===== config.mk =====
export PLATFORM = sky130hd
export DESIGN_NAME = tt_sweeper_flat
export DESIGN_NICKNAME = d
export VERILOG_FILES = /design/src/rtl/tt_sweeper_if.sv /design/src/rtl/tt_sweeper.sv /design/src/flat_wrapper.sv
export SDC_FILE = /design/constraint.sdc
export NUM_CORES = 1
export LEC_CHECK = 0
export ABC_AREA = 1
export CORE_ASPECT_RATIO = 0.7
export CORE_MARGIN = 5
export CORE_UTILIZATION = 52
export CTS_BUF_LIST = sky130_fd_sc_hd__clkbuf_4 sky130_fd_sc_hd__clkbuf_8
export DETAILED_ROUTE_END_ITERATION = 8
export PLACE_DENSITY = 0.89
export SLEW_MARGIN = 20
export SYNTH_ARGS = -nofsm -noshare
export SYNTH_HDL_FRONTEND = slang
export SYNTH_SLANG_ARGS = --single-unit

===== constraint.sdc =====
create_clock -name clk -period 2.35 [get_ports clk]
set_input_delay 0.3525 -clock clk [delete_from_list [all_inputs] [get_ports clk]]
set_output_delay 0.3525 -clock clk [all_outputs]
set_load 0.1 [all_outputs]

===== src/rtl/tt_sweeper_if.sv =====
// Bus bundle for the truth-table sweeper: table/expected loading, start
// handshake and the per-vector result stream with sweep statistics.
interface tt_sweeper_if #(
    parameter int N = 4
);
    logic             load;
    logic [2**N-1:0]  tt_in;
    logic [2**N-1:0]  exp_in;
    logic             start;
    logic             busy;
    logic [N-1:0]     vec;
    logic             s;
    logic             vec_valid;
    logic             done;
    logic [N:0]       ones_cnt;
    logic [N:0]       err_cnt;
    logic             err_flag;
    logic [N-1:0]     first_err;

    modport master (
        output load, tt_in, exp_in, start,
        input  busy, vec, s, vec_valid, done, ones_cnt, err_cnt, err_flag, first_err
    );

    modport slave (
        input  load, tt_in, exp_in, start,
        output busy, vec, s, vec_valid, done, ones_cnt, err_cnt, err_flag, first_err
    );
endinterface


===== src/rtl/tt_sweeper.sv =====
// Sequential truth-table engine: walks every N-bit input vector once per
// clock, emits tt[vec], and accumulates ones/mismatch statistics against an
// expected table captured at start.
//
// state | meaning
// ------+-------------------------------------------------------------
// IDLE  | accept load/start; results of the last sweep are held
// SWEEP | present one vector per cycle, update counters in the same cycle
// DONE  | one-cycle done pulse, counters final, then back to IDLE
module tt_sweeper #(
    parameter int N = 4
) (
    input logic        clk,
    input logic        rst,
    tt_sweeper_if.slave bus
);
    localparam int W = 1 << N;
    localparam logic [N-1:0] IDX_LAST = {N{1'b1}};

    typedef enum logic [1:0] {
        IDLE  = 2'd0,
        SWEEP = 2'd1,
        DONE  = 2'd2
    } state_t;

    state_t         state_q, state_d;
    logic [W-1:0]   tt_q, tt_d;
    logic [W-1:0]   exp_q, exp_d;
    logic [N-1:0]   idx_q, idx_d;
    logic [N-1:0]   vec_q, vec_d;
    logic           s_q, s_d;
    logic           vec_valid_q, vec_valid_d;
    logic           done_q, done_d;
    logic           busy_q, busy_d;
    logic [N:0]     ones_q, ones_d;
    logic [N:0]     err_q, err_d;
    logic           flag_q, flag_d;
    logic [N-1:0]   first_q, first_d;
    logic           cur;

    // Next-state and next-register values; every output is registered from these.
    always_comb begin
        state_d     = state_q;
        tt_d        = tt_q;
        exp_d       = exp_q;
        idx_d       = idx_q;
        vec_d       = vec_q;
        s_d         = s_q;
        vec_valid_d = 1'b0;
        done_d      = 1'b0;
        ones_d      = ones_q;
        err_d       = err_q;
        flag_d      = flag_q;
        first_d     = first_q;
        cur         = tt_q[idx_q];

        case (state_q)
            IDLE: begin
                if (bus.load) begin
                    tt_d = bus.tt_in;
                end
                if (bus.start) begin
                    exp_d   = bus.exp_in;
                    idx_d   = '0;
                    ones_d  = '0;
                    err_d   = '0;
                    flag_d  = 1'b0;
                    first_d = '0;
                    state_d = SWEEP;
                end
            end
            SWEEP: begin
                vec_d       = idx_q;
                s_d         = cur;
                vec_valid_d = 1'b1;
                ones_d      = ones_q + (N+1)'(cur);
                if (cur != exp_q[idx_q]) begin
                    err_d = err_q + (N+1)'(1);
                    // Only the lowest failing vector is kept; vectors arrive in ascending order.
                    if (!flag_q) begin
                        first_d = idx_q;
                        flag_d  = 1'b1;
                    end
                end
                if (idx_q == IDX_LAST) begin
                    state_d = DONE;
                end else begin
                    idx_d = idx_q + N'(1);
                end
            end
            DONE: begin
                done_d  = 1'b1;
                state_d = IDLE;
            end
            default: begin
                state_d = IDLE;
            end
        endcase

        busy_d = (state_d != IDLE);
    end

    // State and datapath registers with synchronous reset.
    always_ff @(posedge clk) begin
        if (rst) begin
            state_q     <= IDLE;
            tt_q        <= '0;
            exp_q       <= '0;
            idx_q       <= '0;
            vec_q       <= '0;
            s_q         <= 1'b0;
            vec_valid_q <= 1'b0;
            done_q      <= 1'b0;
            busy_q      <= 1'b0;
            ones_q      <= '0;
            err_q       <= '0;
            flag_q      <= 1'b0;
            first_q     <= '0;
        end else begin
            state_q     <= state_d;
            tt_q        <= tt_d;
            exp_q       <= exp_d;
            idx_q       <= idx_d;
            vec_q       <= vec_d;
            s_q         <= s_d;
            vec_valid_q <= vec_valid_d;
            done_q      <= done_d;
            busy_q      <= busy_d;
            ones_q      <= ones_d;
            err_q       <= err_d;
            flag_q      <= flag_d;
            first_q     <= first_d;
        end
    end

    assign bus.busy      = busy_q;
    assign bus.vec       = vec_q;
    assign bus.s         = s_q;
    assign bus.vec_valid = vec_valid_q;
    assign bus.done      = done_q;
    assign bus.ones_cnt  = ones_q;
    assign bus.err_cnt   = err_q;
    assign bus.err_flag  = flag_q;
    assign bus.first_err = first_q;
endmodule


===== src/flat_wrapper.sv =====
// flat-port wrapper written by rule: the top's interface ports become plain ports
module tt_sweeper_flat 
#(
    parameter int N = 4
)
  (clk, rst, bus_load, bus_tt_in, bus_exp_in, bus_start, bus_busy, bus_vec, bus_s, bus_vec_valid, bus_done, bus_ones_cnt, bus_err_cnt, bus_err_flag, bus_first_err);
  tt_sweeper_if #(.N(N)) bus_i ();
  input logic clk;
  input logic rst;
  input wire logic [$bits(bus_i.load)-1:0] bus_load;
  input wire logic [$bits(bus_i.tt_in)-1:0] bus_tt_in;
  input wire logic [$bits(bus_i.exp_in)-1:0] bus_exp_in;
  input wire logic [$bits(bus_i.start)-1:0] bus_start;
  output wire logic [$bits(bus_i.busy)-1:0] bus_busy;
  output wire logic [$bits(bus_i.vec)-1:0] bus_vec;
  output wire logic [$bits(bus_i.s)-1:0] bus_s;
  output wire logic [$bits(bus_i.vec_valid)-1:0] bus_vec_valid;
  output wire logic [$bits(bus_i.done)-1:0] bus_done;
  output wire logic [$bits(bus_i.ones_cnt)-1:0] bus_ones_cnt;
  output wire logic [$bits(bus_i.err_cnt)-1:0] bus_err_cnt;
  output wire logic [$bits(bus_i.err_flag)-1:0] bus_err_flag;
  output wire logic [$bits(bus_i.first_err)-1:0] bus_first_err;
  assign bus_i.load = bus_load;
  assign bus_i.tt_in = bus_tt_in;
  assign bus_i.exp_in = bus_exp_in;
  assign bus_i.start = bus_start;
  assign bus_busy = bus_i.busy;
  assign bus_vec = bus_i.vec;
  assign bus_s = bus_i.s;
  assign bus_vec_valid = bus_i.vec_valid;
  assign bus_done = bus_i.done;
  assign bus_ones_cnt = bus_i.ones_cnt;
  assign bus_err_cnt = bus_i.err_cnt;
  assign bus_err_flag = bus_i.err_flag;
  assign bus_first_err = bus_i.first_err;
  tt_sweeper #(.N(N)) u_core (.clk(clk), .rst(rst), .bus(bus_i));
endmodule

== Word-level counts from Yosys, hierarchy flattened ==
Index checks and enable logic that the tools add are counted.

* Add/sub/neg operators: 3
* $lt $le $gt $ge: 1
* Eq/ne operators: 8
* Multiplexer cells: 22
* Reduce and logical (&&, ||, !) cells: 9

{| class="wikitable"
|+ Operator list
! cell !! number
|-
| $pmux 5 s2 || 2
|-
| $mux 4 || 4
|-
| $pmux 4 s2 || 2
|-
| $mux 5 || 2
|-
| $bmux 1 s4 || 2
|-
| $mux 1 || 6
|-
| $ne 2x2->1 const B || 3
|-
| $reduce_and 2->1 || 3
|-
| $reduce_and 3->1 || 2
|-
| $add 5x1->5 || 1
|-
| $add 5x1->5 const B || 1
|-
| $lt 4x5->1 const B || 1
|-
| $add 4x1->4 const B || 1
|-
| $eq 4x4->1 const B || 1
|-
| $mux 2 || 2
|-
| $pmux 2 s2 || 1
|-
| $reduce_and 4->1 || 1
|-
| $reduce_bool 2->1 || 2
|-
| $eq 2x1->1 const B || 1
|-
| $eq 2x2->1 const B || 1
|-
| $logic_not 2->1 || 1
|-
| $ne 2x1->1 const B || 1
|-
| $pmux 1 s2 || 1
|-
| $ne 1x1->1 || 1
|}

* Register bits after elaboration: 61
* Output and inout bits: 23

== Depth between registers and ports, before layout ==
Gate-level depths: netlist of the first run.

* Word-level depth: 5
* Mapped depth: 14
* Gate-level depth less buffers: 13

== Worst setup path before layout of the first run ==
No wires, ideal clock.

* Kind: register to register
* Start point: reg u_core.ones_q[0], in the netlist u_core.bus.ones_cnt[0]
* End point: reg u_core.ones_q[4], in the netlist u_core.bus.ones_cnt[4]
* Setup time: 0.119 ns
* Data arrival time: 1.812 ns
* Required time: 2.231 ns
* Slack: 0.419 ns
* Stages on the path, launching flop included: 8
* Path buffers: 0
* Clock period less this slack: 1.931 ns
* Cell sequence: dfxtp_1 ha_1 ha_1 nand2_1 nor2_1 nand3_1 nand2_1 a21oi_1

* Word-level cells in the longest chain between the ends: 2

{| class="wikitable"
|+ RTL lines
! item !! RTL line !! source
|-
| start: declaration || tt_sweeper.sv:35 || <nowiki>logic [N:0] ones_q, ones_d;</nowiki>
|-
| start signal: assignment || tt_sweeper.sv:129 || <nowiki>ones_q <= ones_d;</nowiki>
|-
| $add 5x1->5 || tt_sweeper.sv:76 || <nowiki>ones_d = ones_q + (N+1)'(cur);</nowiki>
|-
| $pmux 5 s2 || tt_sweeper.sv:57 || <nowiki>case (state_q)</nowiki>
|}

No other way between the ends.
A chain may end at the register's enable or synchronous reset.

== Worst setup path in the final report of the first run ==
* Start point: reg u_core.idx_q[0]
* End point: reg u_core.idx_q[3]

* Word-level cells in the longest chain between the ends: 3

{| class="wikitable"
|+ RTL lines
! item !! RTL line !! source
|-
| start: declaration || tt_sweeper.sv:29 || <nowiki>logic [N-1:0] idx_q, idx_d;</nowiki>
|-
| start signal: assignment || tt_sweeper.sv:123 || <nowiki>idx_q <= idx_d;</nowiki>
|-
| $add 4x1->4 / $eq 4x4->1 (equally long branches) || tt_sweeper.sv:88, tt_sweeper.sv:85 ||
|-
| $mux 4 / $ne 2x2->1 (equally long branches) || - ||
|-
| $pmux 4 s2 / $reduce_and 3->1 (equally long branches) || - ||
|}

Parallel ways exist; a longest one is shown, timed or not. The select of a mux whose other input is x is not followed.

==> results of run 1 <==
## cells by family (layout without fill, tap and decap cells)
logic type | after synthesis | after routing
AO/OA/AOI/OAI | 92 | 92
XOR/XNOR | 3 | 3
adder cells (fa/ha/maj) | 4 | 4
buffers and inverters | 59 | 123
flip-flops | 61 | 61
AND/OR/NAND/NOR | 136 | 136
## how the worst max path moves through the flow
| stage | endpoint | slack [ps] | depth (start not counted) |
|---|---|---|---|
| 3_3_place_gp | u_core.bus.ones_cnt[4]$_SDFFE_PP0P_ | 390 | 13 |
| 4_1_cts | u_core.bus.ones_cnt[4]$_SDFFE_PP0P_ | 250 | 13 |
| 6_report | u_core.idx_q[3]$_SDFFE_PP0P_ | 400 | 10 |
| 2_1_floorplan | u_core.bus.ones_cnt[4]$_SDFFE_PP0P_ | 420 | 7 |
| 3_5_place_dp | u_core.bus.ones_cnt[4]$_SDFFE_PP0P_ | 270 | 13 |
| 5_1_grt | u_core.bus.ones_cnt[4]$_SDFFE_PP0P_ | 170 | 13 |
## Yosys cell counts
library cell	instances	area, µm²
dfxtp_1	61	1220
nand2_1	60	225
a21oi_1	42	210
o21ai_0	34	170
inv_1	31	116
nand3_1	30	150
nor2_1	24	90.1
clkbuf_1	13	48.8
nand3_2	8	80.1
inv_2	6	22.5
nand2_2	6	37.5
o21ai_1	5	25.0
clkinv_2	4	20.0
ha_1	4	50.1
o211ai_1	4	30.0
nand2_4	3	33.8
xor2_1	3	26.3
a32o_1	2	20.0
buf_2	2	10.0
buf_6	2	22.5
nor3_1	2	10.0
o21ai_2	2	17.5
a211oi_1	1	7.51
a21oi_2	1	8.76
buf_8	1	15.0
nand3_4	1	17.5
nand3b_1	1	7.51
nand4_1	1	6.26
o22ai_1	1	6.26
## state kept, by name, summed over array words and instances (netlist names)
| signal | flops |
|---|---|
| u_core.bus.done | 1 |
| u_core.bus.first_err | 4 |
| u_core.bus.vec | 4 |
| u_core.exp_q | 16 |
| u_core.bus.vec_valid | 1 |
| u_core.idx_q | 4 |
| u_core.tt_q | 16 |
| u_core.bus.err_cnt | 5 |
| u_core.bus.busy | 1 |
| u_core.bus.s | 1 |
| u_core.bus.err_flag | 1 |
| u_core.bus.ones_cnt | 5 |
| u_core.state_q | 2 |
## cells in the final DEF (no fill, tap or decap), drive strengths merged
cell,n
nand3b,1
buf,32
clkinvlp,1
clkbuf,10
nand4,1
o21ai,41
ha,4
a211oi,1
a21oi,43
bufinv,1
o211ai,4
o22ai,1
clkdlybuf4s50,35
nand2,69
a32o,2
dfxtp,61
nor2,24
xor2,3
nand3,39
clkinv,7
nor3,2
inv,37
## cell type report
cell class,instances,share of cell area [%]
multi-input cells,235,35.4
clock buffers,10,3.78
well taps,72,2.59
repair buffers,67,17.0
clock inverters,5,1.51
inverters,41,4.57
flip-flops and latches,61,35.2
## tightest hold or removal path: cells and delay by family, from the launching register on
kind,cells,cell delay (ps)
flip-flops,1,310
AO/OA/AOI/OAI,1,50
buffers and inverters,1,40
## power groups by stage
stage          clock, W  sequential, W  combinational, W
6_report       0.000884        0.00114          0.000540
5_1_grt        0.000948        0.00115          0.000593
4_1_cts        0.000898        0.00114          0.000542
3_5_place_dp          0        0.00116          0.000540
3_3_place_gp          0        0.00116          0.000528
2_1_floorplan         0        0.00128          0.000273
## stage by stage
stage / hold slack, ps / setup slack [ps] / power [W] / utilization [%]
2_1_floorplan: 421 / 419 / 0.00155 / -
3_3_place_gp: 431 / 390 / 0.00169 / 63.9
3_5_place_dp: 434 / 267 / 0.00170 / 63.9
4_1_cts: 446 / 252 / 0.00258 / 67.5
5_1_grt: 472 / 171 / 0.00269 / 67.5
6_report: 446 / 401 / 0.00256 / 67.5
## what timing repair did
action / CTS / global route
hold buffers: 0 / 0
hold endpoints to repair: 0 / 0
gates resized for setup: 0 / 1
setup endpoints to repair: 0 / 1
setup buffers: 0 / 0
## layer usage
layer	wire, µm	up-vias
met5	0	-
met4	70	0
met3	493	9
met2	2820	75
met1	2910	1143
li1	-	1290
==> flow_summary.toml, run 1 <==
[clocking]
numCtsBuffers = 9
root_buffer = "clkbuf_8"
cts_tree = "done"
clock_latency_ps = 350
clock_sink_count = 61
htreeDepth = 3
clockBufferDepth = 2
clkTransAtPathRegs_ps = 70

[worst_hold_path]
min_from = "u_core.exp_q[7]$_SDFFE_PP0P_"
hold_path.class = "reg2reg"
hold_end = "u_core.exp_q[7]$_SDFFE_PP0P_"
min_path_cells = 2

[sta]
worstMarginPinSlew_ps = 695
fmax_mhz = 513
skew_ps = 9.00
relSlewSlack_pct = 53.5
maxSlewViolCount = 0
finalHoldViolations = 0
min_period_ps = 1950
rsz0062_at_grt = "no"
setup_tns_ps = 0
min_period_over_period_pct = 82.9
final-setup-viol-count = 0

[place]
place_hpwl_mm = 4.66
io_buffers = 58
dp_cells = 476
place_area_um2 = 3290
gp_congestion = 0.881

[detailed_routing]
wl_per_cell_um = 12.8
vias_per_cell = 5.13
drt_iter0_markers = 188
vias = 2517
firstDrtPassIters = 4
ant_nets = 0
drt_wl_total_mm = 6.29
drc = 0

[pwr]
pwr-share-seq_pct = 44.4
pwr-share-clk_pct = 34.5
combPwrFrac_pct = 21.1
p_leak_nw = 1.49
ir_drop_v = 0.000563
p_sw_w = 0.000791
power.density_nw_per_um2 = 737
p_sw_share_pct = 30.9
internal_power_w = 0.00177

[synthesis]
syn_area_per_cell_um2 = 7.62
synthAdderAreaFrac_pct = 1.85
syn-cell-area_um2 = 2710
ys_seq_elements = 61
synth_top_family_by_area = "simple AND/OR/NAND/NOR gates"
synth_cells = 355
synthXorXnorAreaFrac_pct = 0.971
synth_nets = 395
synth_mux_area_share_pct = 0
yosys.area_share.simple_pct = 24.3
yosysWarnings = 0
synth_cell_type_count = 29
synth_compound_gate_area_share_pct = 18.3
ys_seq_area_share_pct = 45.1

[worst_setup_path]
critPathCaptureType = "flop"
r2r_slack_ps = 400
cp.arrival_ps = 2230
crit_type = "reg2reg"
startpoint = "u_core.idx_q[0]$_SDFFE_PP0P_"
critical_path_buf_inv_count = 2
crit_slowest_cell = "dfxtp_2"
crit_fanout = 12
crit_family = "simple AND/OR/NAND/NOR gates"
critPathLaunchType = "flop"
rr_endpoint = "u_core.idx_q[3]$_SDFFE_PP0P_"
r2r_cells = 10
reg2reg_from = "u_core.idx_q[0]$_SDFFE_PP0P_"
slowest_delay_ps = 460
required_ps = 2630
path_cells = "buf_4 -> ha_1 -> nand3_1 -> nand2_1 -> inv_2 -> nor2_1 -> nor2_1 -> nand3_1 -> o211ai_1 -> a21oi_1"

[floorplanning]
die-width_um = 96.2
dieArea_um2 = 6770
rows = 22
start_util_pct = 52.6
core_area_um2 = 5150
die_h_um = 70.4
io_pins = 59

[finish]
drive_gt1_share_pct = 18.9
final_cell_count_no_fill = 491
nNetsFinal = 455
stdcell_area_um2 = 3480
multi_input_comb_area_um2 = 1230
regArea_um2 = 1220
n_fill_cell = 429
num_antenna_cells = 0
syn_to_final_growth_pct = 28.4

[global_route]
track_usage_pct = 20.1
busiest_layer = "met2"
grt_start_max_net_pins = 35
grt_pass1_wl_mm = 10.6
use_met3_pct = 8.40
overflow = 0
grt_pass1_vias = 2303
grt.met2_usage_pct = 29.8
met1_usage_pct = 26.5
antenna_found_initial = 0

[flow_run]
drv_cap = 0

[outcome]
outcome = "finished clean"
Note: power is estimated with default switching activity, not from simulation.
==> run 2, diff against run 1 <==
==> constraint.sdc (replaced) <==
create_clock -name clk -period 1.8 [get_ports clk]
set_input_delay 0.27 -clock clk [delete_from_list [all_inputs] [get_ports clk]]
set_output_delay 0.27 -clock clk [all_outputs]
set_load 0.1 [all_outputs]
==> run 2 against run 1 <==
Highest routed layer unchanged; largest cell class unchanged; cell count is 1.4% higher; first-iteration DRC count is 2.1% higher; register-to-register slack worse by 350 ps; via count is 4.6% higher.
==> flow_summary.toml, run 2 (same netlist as run 1, synthesis figures left out) <==
[worst_hold_path]
min_path_cells = 2
hold_end = "u_core.exp_q[7]$_SDFFE_PP0P_"
hold_path.class = "reg2reg"
min_from = "u_core.exp_q[7]$_SDFFE_PP0P_"

[pwr]
p_leak_nw = 1.59
power.density_nw_per_um2 = 927
p_sw_share_pct = 29.4
pwr-share-clk_pct = 35.4
ir_drop_v = 0.000536
internal_power_w = 0.00247
p_sw_w = 0.00103
pwr-share-seq_pct = 42.6
combPwrFrac_pct = 22.0

[floorplanning]
die-width_um = 96.2
start_util_pct = 52.6
die_h_um = 70.4
rows = 22
dieArea_um2 = 6770
io_pins = 59
core_area_um2 = 5150

[worst_setup_path]
r2r_cells = 13
reg2reg_from = "u_core.idx_q[0]$_SDFFE_PP0P_"
r2r_slack_ps = 50
critPathLaunchType = "flop"
rr_endpoint = "u_core.bus.ones_cnt[4]$_SDFFE_PP0P_"
crit_fanout = 7
required_ps = 2030
critPathCaptureType = "flop"
crit_type = "reg2reg"
cp.arrival_ps = 1980

[global_route]
track_usage_pct = 21.1
grt_pass1_wl_mm = 11.1
grt_start_max_net_pins = 32
grt_pass1_vias = 2539
overflow = 0
antenna_found_initial = 0

[finish]
fin_util_pct = 73.2
stdcell_area_um2 = 3770
top_regs = "u_core.exp_q (16), u_core.tt_q (16)"
drive_gt1_share_pct = 24.4
syn_to_final_growth_pct = 39.3
most-common-layout-cells = "nand2_1 (56), dfxtp_1 (56), a21oi_1 (41), clkdlybuf4s50_1 (35), o21ai_0 (34)"
num_antenna_cells = 0
nNetsFinal = 463

[clocking]
cts_hold_buf = 0
clkTransAtPathRegs_ps = 60
cts_tree = "done"
numCtsBuffers = 9
clockBufferDepth = 2
htreeDepth = 3
clock_sink_count = 61
clock_latency_ps = 330
root_buffer = "clkbuf_8"

[flow_run]
drv_cap = 0

[outcome]
outcome = "finished clean"

[sta]
finalHoldViolations = 0
fmax_mhz = 570
worstMarginPinSlew_ps = 499
relSlewSlack_pct = 66.5
maxSlewViolCount = 0
skew_ps = 7.82
final-setup-viol-count = 0
min_period_ps = 1750
min_period_over_period_pct = 97.4

[detailed_routing]
drt_wl_total_mm = 6.93
ant_nets = 0
vias = 2633
drt_iter0_markers = 192
drc = 0
vias_per_cell = 5.29
wl_per_cell_um = 13.9
firstDrtPassIters = 5

[place]
place_hpwl_mm = 4.88
io_buffers = 58
place_area_um2 = 3460
gp_congestion = 0.871
==> run 2: cell count changes in the layout (fill, tap and decap cells not counted), sizes merged <==
| cell | delta |
|---|---|
| buf | +8 |
| clkbuf | +3 |
| clkinv | -3 |
| clkinvlp | -1 |
==> run 2: what timing repair did <==
action                                  4_1_cts  5_1_grt
endpoints found under the setup margin        5        5
pin swaps                                     0        3
gates resized for setup                       4       22
buffers inserted                              0        1
gates cloned                                  0        0
==> run 2: power by group through the flow <==
stage          clock network, W  logic (W)  registers [W]
2_1_floorplan                 0   0.000356        0.00167
5_1_grt                 0.00132   0.000834        0.00150
3_5_place_dp                  0   0.000739        0.00152
3_3_place_gp                  0   0.000719        0.00151
6_report                0.00124   0.000769        0.00149
4_1_cts                 0.00125   0.000748        0.00149
==> run 2: critical path, stage by stage (launching register included) <==
cell and delay [ps]:
dfxtp_4 380, buf_6 140, o21ai_2 120, nand2_1 80, nand3_2 70, nand3_2 80
nand2_2 110, ha_4 150, ha_4 140, nand2_4 60, nor2_4 140, nand3_2 80
nand2_2 70, a21oi_2 30
==> run 2: final cells by class <==
cell class	instances	area [µm²]
Sequential cell	61	1230
Multi-Input combinational cell	235	1310
Fill cell	358	1380
Inverter	41	159
Clock inverter	1	30.0
Timing Repair Buffer	75	774
Clock buffer	13	173
Tap cell	72	90.1
==> run 2: stage by stage <==
step / hold WS (ps) / std cells / setup WS (ps) / TNS (ps) / total power (W)
after global placement: 434 / 483 / 71.4 / 0 / 0.00223
after detailed placement: 438 / 483 / -57.2 / -120 / 0.00226
final: 442 / 498 / 46.0 / 0 / 0.00349
after global routing: 464 / 498 / -30.6 / -54.1 / 0.00365
after floorplan: 348 / 355 / 14.0 / 0 / 0.00203
after CTS: 447 / 497 / 7.98 / 0 / 0.00348
==> run 2: worst max-delay path by stage <==
stage,start,endpoint,slack (ps),depth (start not counted)
3_5_place_dp,u_core.idx_q[0]$_SDFFE_PP0P_,u_core.idx_q[3]$_SDFFE_PP0P_,-60,10
2_1_floorplan,u_core.bus.ones_cnt[1]$_SDFFE_PP0P_,u_core.bus.ones_cnt[4]$_SDFFE_PP0P_,10,6
3_3_place_gp,u_core.idx_q[0]$_SDFFE_PP0P_,u_core.bus.ones_cnt[4]$_SDFFE_PP0P_,70,13
5_1_grt,u_core.idx_q[0]$_SDFFE_PP0P_,u_core.bus.ones_cnt[2]$_SDFFE_PP0P_,-30,10
4_1_cts,u_core.idx_q[0]$_SDFFE_PP0P_,u_core.bus.ones_cnt[4]$_SDFFE_PP0P_,8,13
6_report,u_core.idx_q[0]$_SDFFE_PP0P_,u_core.bus.ones_cnt[4]$_SDFFE_PP0P_,50,13
==> run 2: per-layer routing <==
metal / up-vias / wire, µm / track usage (%) / part of all wire [%]
met5: - / 0 / 0 / 0
met3: 9 / 576 / 7.53 / 8.3
met4: 0 / 88 / 7.89 / 1.3
met2: 108 / 3230 / 33.2 / 47
met1: 1209 / 3040 / 26.1 / 44
li1: 1307 / - / - / -
==> run 3, diff against run 2 <==
--- a/config.mk
+++ b/config.mk
@@ -6,6 +6,7 @@
 export NUM_CORES = 1
 export LEC_CHECK = 0
 export ABC_AREA = 1
+export CAP_MARGIN = 20
 export CORE_ASPECT_RATIO = 0.7
 export CORE_MARGIN = 5
 export CORE_UTILIZATION = 52
==> results of run 3 <==
Final layout, timing and power as in run 2 (identical DEF).
